--- config.mk ---
export PLATFORM = sky130hd
export DESIGN_NAME = apb_bram_ctrl
export DESIGN_NICKNAME = d
export VERILOG_FILES = /design/src/rtl/apb_bram_ctrl.sv
export SDC_FILE = /design/constraint.sdc
export NUM_CORES = 1
export LEC_CHECK = 0
export BUFFER_PORTS_ARGS = -buffer_cell sky130_fd_sc_hd__clkbuf_2
export CORE_MARGIN = 5
export CORE_UTILIZATION = 34
export DETAILED_ROUTE_END_ITERATION = 16
export PLACE_DENSITY = 0.73
export RECOVER_POWER = 50
export SETUP_SLACK_MARGIN = 0.4
export SLEW_MARGIN = 20
export SYNTH_ARGS = -nofsm -noshare
export SYNTH_HDL_FRONTEND = slang
export SYNTH_SLANG_ARGS = --single-unit
--- constraint.sdc ---
create_clock -name clk_i -period 1.6 [get_ports clk_i]
set_input_delay 0.24 -clock clk_i [delete_from_list [all_inputs] [get_ports clk_i]]
set_output_delay 0.24 -clock clk_i [all_outputs]
set_load 0.01 [all_outputs]
--- src/rtl/apb_bram_ctrl.sv ---
// APB slave that owns BRAM port A. It turns bus reads and writes into single-cycle port-A operations
// and runs a built-in engine that fills the whole memory with a constant.
module apb_bram_ctrl #(
  parameter int unsigned ADDR_WIDTH = 4,
  parameter int unsigned DATA_WIDTH = 8,
  parameter logic [DATA_WIDTH-1:0] CLEAR_VALUE = '0
) (
  input  logic                  clk_i,
  input  logic                  rst_ni,
  input  logic                  psel_i,
  input  logic                  penable_i,
  input  logic                  pwrite_i,
  input  logic [31:0]           paddr_i,
  input  logic [31:0]           pwdata_i,
  output logic [31:0]           prdata_o,
  output logic                  pready_o,
  output logic                  pslverr_o,
  input  logic                  clear_req_i,
  output logic                  clear_busy_o,
  output logic [ADDR_WIDTH-1:0] bram_addra_o,
  output logic                  bram_wea_o,
  output logic [DATA_WIDTH-1:0] bram_dina_o,
  input  logic [DATA_WIDTH-1:0] bram_douta_i
);

  typedef enum logic [2:0] {StIdle, StAcc, StRd, StResp, StClear} state_e;

  state_e                state_q, state_d;
  logic [ADDR_WIDTH-1:0] addr_q, addr_d;
  logic [DATA_WIDTH-1:0] din_q, din_d;
  logic [DATA_WIDTH-1:0] prdata_q, prdata_d;
  logic                  wea_q, wea_d;
  logic                  err_q, err_d;
  logic                  pready_q, pready_d;
  logic                  pslverr_q, pslverr_d;
  logic                  busy_q, busy_d;
  logic                  pend_q, pend_d;

  logic [ADDR_WIDTH-1:0] word;
  logic                  acc_err;
  logic                  unused_inputs;

  assign word    = paddr_i[ADDR_WIDTH+1:2];
  assign acc_err = (paddr_i[1:0] != 2'b00) || (paddr_i[31:ADDR_WIDTH+2] != '0);

  // penable_i is ignored so that stalled transfers are still taken from IDLE
  assign unused_inputs = penable_i ^ (^pwdata_i);

  always_comb begin
    state_d   = state_q;
    addr_d    = addr_q;
    din_d     = din_q;
    prdata_d  = prdata_q;
    wea_d     = 1'b0;
    err_d     = err_q;
    pready_d  = 1'b0;
    pslverr_d = 1'b0;
    busy_d    = 1'b0;
    pend_d    = pend_q;

    if (clear_req_i && (state_q != StClear)) begin
      pend_d = 1'b1;
    end

    unique case (state_q)
      StIdle: begin
        // Clear takes priority: its duration is bounded, a stalled bus transfer is not
        if (pend_q || clear_req_i) begin
          state_d = StClear;
          pend_d  = 1'b0;
          addr_d  = '0;
          din_d   = CLEAR_VALUE;
          wea_d   = 1'b1;
          busy_d  = 1'b1;
        end else if (psel_i) begin
          state_d = StAcc;
          addr_d  = word;
          din_d   = pwdata_i[DATA_WIDTH-1:0];
          wea_d   = pwrite_i & ~acc_err;
          err_d   = acc_err;
        end
      end
      StAcc: begin
        if (!wea_q && !err_q) begin
          state_d = StRd;
        end else begin
          state_d   = StResp;
          pready_d  = 1'b1;
          pslverr_d = err_q;
        end
      end
      StRd: begin
        prdata_d  = bram_douta_i;
        state_d   = StResp;
        pready_d  = 1'b1;
        pslverr_d = err_q;
      end
      StResp: begin
        state_d = StIdle;
      end
      StClear: begin
        if (addr_q == '1) begin
          state_d = StIdle;
        end else begin
          addr_d = addr_q + ADDR_WIDTH'(1);
          wea_d  = 1'b1;
          busy_d = 1'b1;
        end
      end
      default: state_d = StIdle;
    endcase
  end

  always_ff @(posedge clk_i or negedge rst_ni) begin
    if (!rst_ni) begin
      state_q   <= StIdle;
      addr_q    <= '0;
      din_q     <= '0;
      prdata_q  <= '0;
      wea_q     <= 1'b0;
      err_q     <= 1'b0;
      pready_q  <= 1'b0;
      pslverr_q <= 1'b0;
      busy_q    <= 1'b0;
      pend_q    <= 1'b0;
    end else begin
      state_q   <= state_d;
      addr_q    <= addr_d;
      din_q     <= din_d;
      prdata_q  <= prdata_d;
      wea_q     <= wea_d;
      err_q     <= err_d;
      pready_q  <= pready_d;
      pslverr_q <= pslverr_d;
      busy_q    <= busy_d;
      pend_q    <= pend_d;
    end
  end

  assign prdata_o     = 32'(prdata_q);
  assign pready_o     = pready_q;
  assign pslverr_o    = pslverr_q;
  assign clear_busy_o = busy_q;
  assign bram_addra_o = addr_q;
  assign bram_wea_o   = wea_q;
  assign bram_dina_o  = din_q;

endmodule

# ---- Word level (Yosys, flattened, before mapping)
# Index checks and enable logic that the tools add are counted.
dict set report classes {
  add_sub_neg 1
  n_eq_ne 8
  mux 24
  bitwise_logic 3
  reduce_logical 15
}
# cell n
set ops {}
lappend ops {{$reduce_bool 26->1} 1}
lappend ops {{$mux 8} 2}
lappend ops {{$mux 4} 3}
lappend ops {{$pmux 3 s4} 1}
lappend ops {{$mux 1} 10}
lappend ops {{$mux 3} 3}
lappend ops {{$pmux 1 s2} 4}
lappend ops {{$pmux 4 s2} 1}
lappend ops {{$ne 3x3->1 const B} 2}
lappend ops {{$reduce_and 3->1} 2}
lappend ops {{$reduce_bool 2->1} 3}
lappend ops {{$add 4x1->4 const B} 1}
lappend ops {{$eq 4x4->1 const B} 1}
lappend ops {{$ne 2x2->1 const B} 2}
lappend ops {{$reduce_and 2->1} 2}
lappend ops {{$eq 3x1->1 const B} 1}
lappend ops {{$eq 3x2->1 const B} 1}
lappend ops {{$eq 3x3->1 const B} 1}
lappend ops {{$logic_not 3->1} 1}
lappend ops {{$logic_and 1x1->1} 2}
lappend ops {{$logic_not 1->1} 2}
lappend ops {{$logic_or 1x1->1} 2}
lappend ops {{$not 1->1} 2}
lappend ops {{$and 1x1->1} 1}
dict set report word_totals {
  regBits 29
  inputBits 78
  output_inout_bits 48
  elab_cells 61
}

# ---- Longest topological paths before layout
dict set report logic_depth {
  depth_word 7
  ltp_mapped 6
  depth_no_buf 5
}

# ---- Worst setup path before layout
# OpenSTA, ideal clock, no wires.
dict set report synth_timing {
  path_kind {reg-to-reg}
  start {register addr_q[0] (netlist: bram_addra_o[0])}
  end {register addr_q[0] (netlist: bram_addra_o[0])}
  setup_ps 124
  arrival_ps 1332
  t_required_ps 1476
  path_slack_ps 144
  stages_incl_launch_ff 6
  n_path_buf 0
  period_less_slack_ps 1456
  path_cell_list {dfrtp_1 -> ha_1 -> nand3_1 -> a22oi_4 -> nor3_1 -> a211o_1}
}
dict set report synth_between {
  elab_chain_cells 3
  word_cells_on_any_way 6
  cone_classes {add/sub (1); eq/ne (2); mux (2); reduce/logical (1)}
}
# element line
set synth_lines {}
lappend synth_lines {{start: declaration} 29} ;# logic [ADDR_WIDTH-1:0] addr_q, addr_d;
lappend synth_lines {{start signal: assignment} 128} ;# addr_q <= addr_d;
lappend synth_lines {{$add 4x1->4 or $eq 4x4->1 (tied branches)} {105, 102}}
lappend synth_lines {{$mux 4 or $ne 2x2->1 (tied branches)} n/a}
lappend synth_lines {{$pmux 4 s2 or $reduce_and 3->1 (tied branches)} n/a}
# Several ways; a longest one is shown, not always the timed one. The select of a mux whose other input is x is not followed.
# A chain may end at the register's enable or synchronous reset.

# ---- Worst setup path in the final report
dict set report layout_timing {
  start {register state_q[1]}
  end {register addr_q[0] (netlist: bram_addra_o[0])}
}
dict set report layout_between {
  elab_chain_cells 3
  word_cells_on_any_way 7
  cone_classes {eq/ne (3); mux (1); reduce/logical (3)}
}
# element line
set layout_lines {}
lappend layout_lines {{start: declaration} 28} ;# state_e state_q, state_d;
lappend layout_lines {{start signal: assignment} 116} ;# state_q <= StIdle;
lappend layout_lines {{start signal: assignment} 127} ;# state_q <= state_d;
lappend layout_lines {{$eq 3x3->1 or $logic_not 3->1 (tied branches)} 65} ;# unique case (state_q)
lappend layout_lines {{$ne 2x2->1 (no line) (tied with other cells)} n/a}
lappend layout_lines {{$reduce_and 3->1 (no line)} n/a}
# Several ways; a longest one is shown, not always the timed one.

==> impl_metrics.env <==
export IMPL_slew_headroom_pct=52.5
export IMPL_report_final_slew_viol_count=0
export IMPL_diodes=0
export IMPL_core_rowCount=23
export IMPL_htree_num_levels=2
export IMPL_drc=0
export IMPL_clock_path_buffers=2
export IMPL_ios=126
export IMPL_fillers=405
export IMPL_hold_worst_slack_ps=4.08
export IMPL_syn_area_um2=1460
export IMPL_synthCells=131
export IMPL_layout_area_overhead_vs_synth_pct=40.9
export IMPL_via_count=1292
export IMPL_rsz0062_at_grt="true"
export IMPL_r2r_start="state_q[1]$_DFFE_PN0P_"
export IMPL_grt_pass1_wl_um=5690
export IMPL_r2r_slack_ps=140
export IMPL_ys_warn_count=0
export IMPL_first_iter_violations=22
export IMPL_cp_data_required_time_ps=1760
export IMPL_grt_total_usage_pct=13.5
export IMPL_setup_violations=0
export IMPL_clock_sinks=29
export IMPL_dpl_cell_area_um2=1850
export IMPL_rr_worst_depth=4
export IMPL_critPathLaunch="state_q[1]$_DFFE_PN0P_"
export IMPL_cap_violations=0
export IMPL_viasPerCell=4.73
export IMPL_port_buffers=76
export IMPL_die_area_um2=5720
export IMPL_multi_input_area_um2=707
export IMPL_fin_cells=273
export IMPL_die_h_um=75.6
export IMPL_cp_max_fo=6
export IMPL_hold_violations=0
export IMPL_num_nets_final=301
export IMPL_synthTopCellsByArea="dfrtp_1 (50%), buf_4 (13%), mux2_2 (6.2%)"
export IMPL_hpwl_um=2850
export IMPL_cts_tree="done"
export IMPL_synth_seq_cells=29
export IMPL_final_cell_area_um2=2060
export IMPL_dp_cells=258
export IMPL_crit_path_start_kind="register"
export IMPL_grt_pass1_vias=1328
export IMPL_drt_wl_total_um=3780
export IMPL_max_freq_mhz=686
export IMPL_period_needed_ps=1460
export IMPL_endpoint_kind="register"
export IMPL_worst_slew_pin_slew_ps=712
export IMPL_ant_nets=0
export IMPL_yosysTopAreaCellShare_pct=49.6
export IMPL_insertion_delay_ps=270
export IMPL_ir_drop_mv=0.795
export IMPL_synth_seq_area_share_pct=49.6
export IMPL_clkTransAtPathRegs_ps=60
export IMPL_coreArea_um2=4090
export IMPL_dr_pass1_iters=4
export IMPL_grt_overflow=0
export IMPL_fin_setup_tns_ps=0
export IMPL_numCtsBuffers=5
export IMPL_initial_core_util_pct=35.8
export IMPL_hold_class="input port to async pin"
export IMPL_critical_path_class="register to register"
export IMPL_grt_max_degree=30
export IMPL_fin_crit_sh_pct=91.1
export IMPL_r2r_end="bram_addra_o[0]$_DFFE_PN0P_"
export IMPL_clock_skew_ps=5.49
export IMPL_place_congestion=0.766
export IMPL_post_drt_wl_per_cell_um=13.8
export IMPL_p_leak_nw=1.07
export IMPL_antenna_found_initial=0
export IMPL_p_per_area_nw_per_um2=1840
export IMPL_die_x_um=75.6
export IMPL_status="finished clean"
export IMPL_avgSynthCellArea_um2=11.2
export IMPL_seqCellArea_um2=729
export IMPL_synthDistinctLibCells=36
export IMPL_worstSetupEndpoint="bram_addra_o[0]$_DFFE_PN0P_"
export IMPL_cts_root_buf="clkbuf_8"
export IMPL_yosysTopAreaCell="dfrtp_1"
export IMPL_drive_above_1_share_pct=49.8
export IMPL_cts_hold_buffers=0
export IMPL_crit_arrival_ps=1620
[Yosys cell counts, drive strengths merged]
master / number
o22ai: 1
and2: 1
nor2: 8
nand4: 1
ha: 1
nor4: 7
buf: 27
a22o: 8
a41o: 1
inv: 1
or3: 1
and3: 1
conb: 1
mux2: 8
nand2b: 2
a211o: 1
xor2: 1
nor3b: 1
o21ai: 1
dfrtp: 29
nand2: 7
nor3: 3
o21a: 1
or3b: 1
o211ai: 1
a21oi: 6
nand3: 6
a31oi: 1
a21o: 1
a22oi: 2
[layout by cell type, fill, tap and decap left out, types with 2 or more instances in the layout]
cell type and count:
a21oi_1 5, a22o_1 8, buf_4 6, buf_6 4
clkbuf_1 12, clkbuf_2 65, clkbuf_8 5, clkinv_2 2
conb_1 24, dfrtp_1 26, dfrtp_2 3, mux2_4 8
nand2_1 6, nand3_1 3, nand3_2 3, nor2_1 6
nor4_1 7
[flip-flops by register name, summed over array words and instances, names as in the netlist, 3 cells and up]
register      count
state_q           3
bram_addra_o      4
prdata_q          8
bram_dina_o       8
[logic make-up (layout without fill, tap and decap cells)]
kind of cell             after synthesis  after routing  share of synthesized area, %
flip-flops                            29             29                          49.6
adder cells (fa/ha/maj)                1              1                         0.855
buffers and inverters                 28             96                          14.2
multiplexers                           8              8                          6.15
AND/OR/NAND/NOR                       39             40                          15.6
other                                  1             24                         0.256
XOR/XNOR                               1              1                         0.598
AO/OA/AOI/OAI                         24             24                          12.8
[worst min-delay path by stage]
stage	from	cells after the start	end
CTS	rst_ni	1	prdata_q[6]$_DFFE_PN0N_
floorplan	rst_ni	0	bram_addra_o[0]$_DFFE_PN0P_
detailed placement	rst_ni	1	prdata_q[6]$_DFFE_PN0N_
finish	rst_ni	1	prdata_q[6]$_DFFE_PN0N_
global route	rst_ni	1	prdata_q[6]$_DFFE_PN0N_
global placement	rst_ni	1	pready_o$_DFF_PN0_
[metrics by stage]
stage | util [%] | power [mW] | setup WS [ps]
after global placement | 45.2 | 2.87 | 133
after detailed placement | 45.2 | 2.90 | 118
after CTS | 48.2 | 3.62 | 168
after floorplan | - | 2.39 | 195
final | 50.5 | 3.80 | 142
after global routing | 50.5 | 4.10 | 73.4
[where the power goes]
group / leakage (nW) / total [mW] / internal (mW) / switching (mW)
logic: 0.655 / 1.94 / 1.01 / 0.926
clock network: 0.0450 / 0.564 / 0.300 / 0.264
registers: 0.366 / 1.30 / 1.06 / 0.241
total: 1.07 / 3.80 / 2.37 / 1.43
[worst max-delay path, cell delays in order, from the launching register on]
cell     delay, ps
dfrtp_2        490
or3b_4         470
nand3_2         70
nor2_1          40
a211o_1        270
[cell type report]
class	instances	area share, %
Timing Repair Buffer	87	23.1
Sequential cell	29	35.4
Inverter	1	0.182
Clock inverter	2	0.485
Multi-Input combinational cell	98	34.3
Clock buffer	6	3.52
Tap cell	50	3.03
[layer usage]
layer / routed length, µm / vias to the layer above / global-route usage (%)
li1: - / 609 / -
met3: 483 / 7 / 5.41
met5: 0 / - / 0
met2: 1760 / 85 / 21.7
met1: 1460 / 591 / 15.6
met4: 73 / 0 / 6.99
[timing repair]
action | CTS | global route
pin swaps | 1 | 4
endpoints found under the setup margin | 24 | 27
setup buffers | 2 | 4
gates cloned | 1 | 0
resized for setup | 5 | 18
No activity file was read; power rests on OpenSTA's default activity.
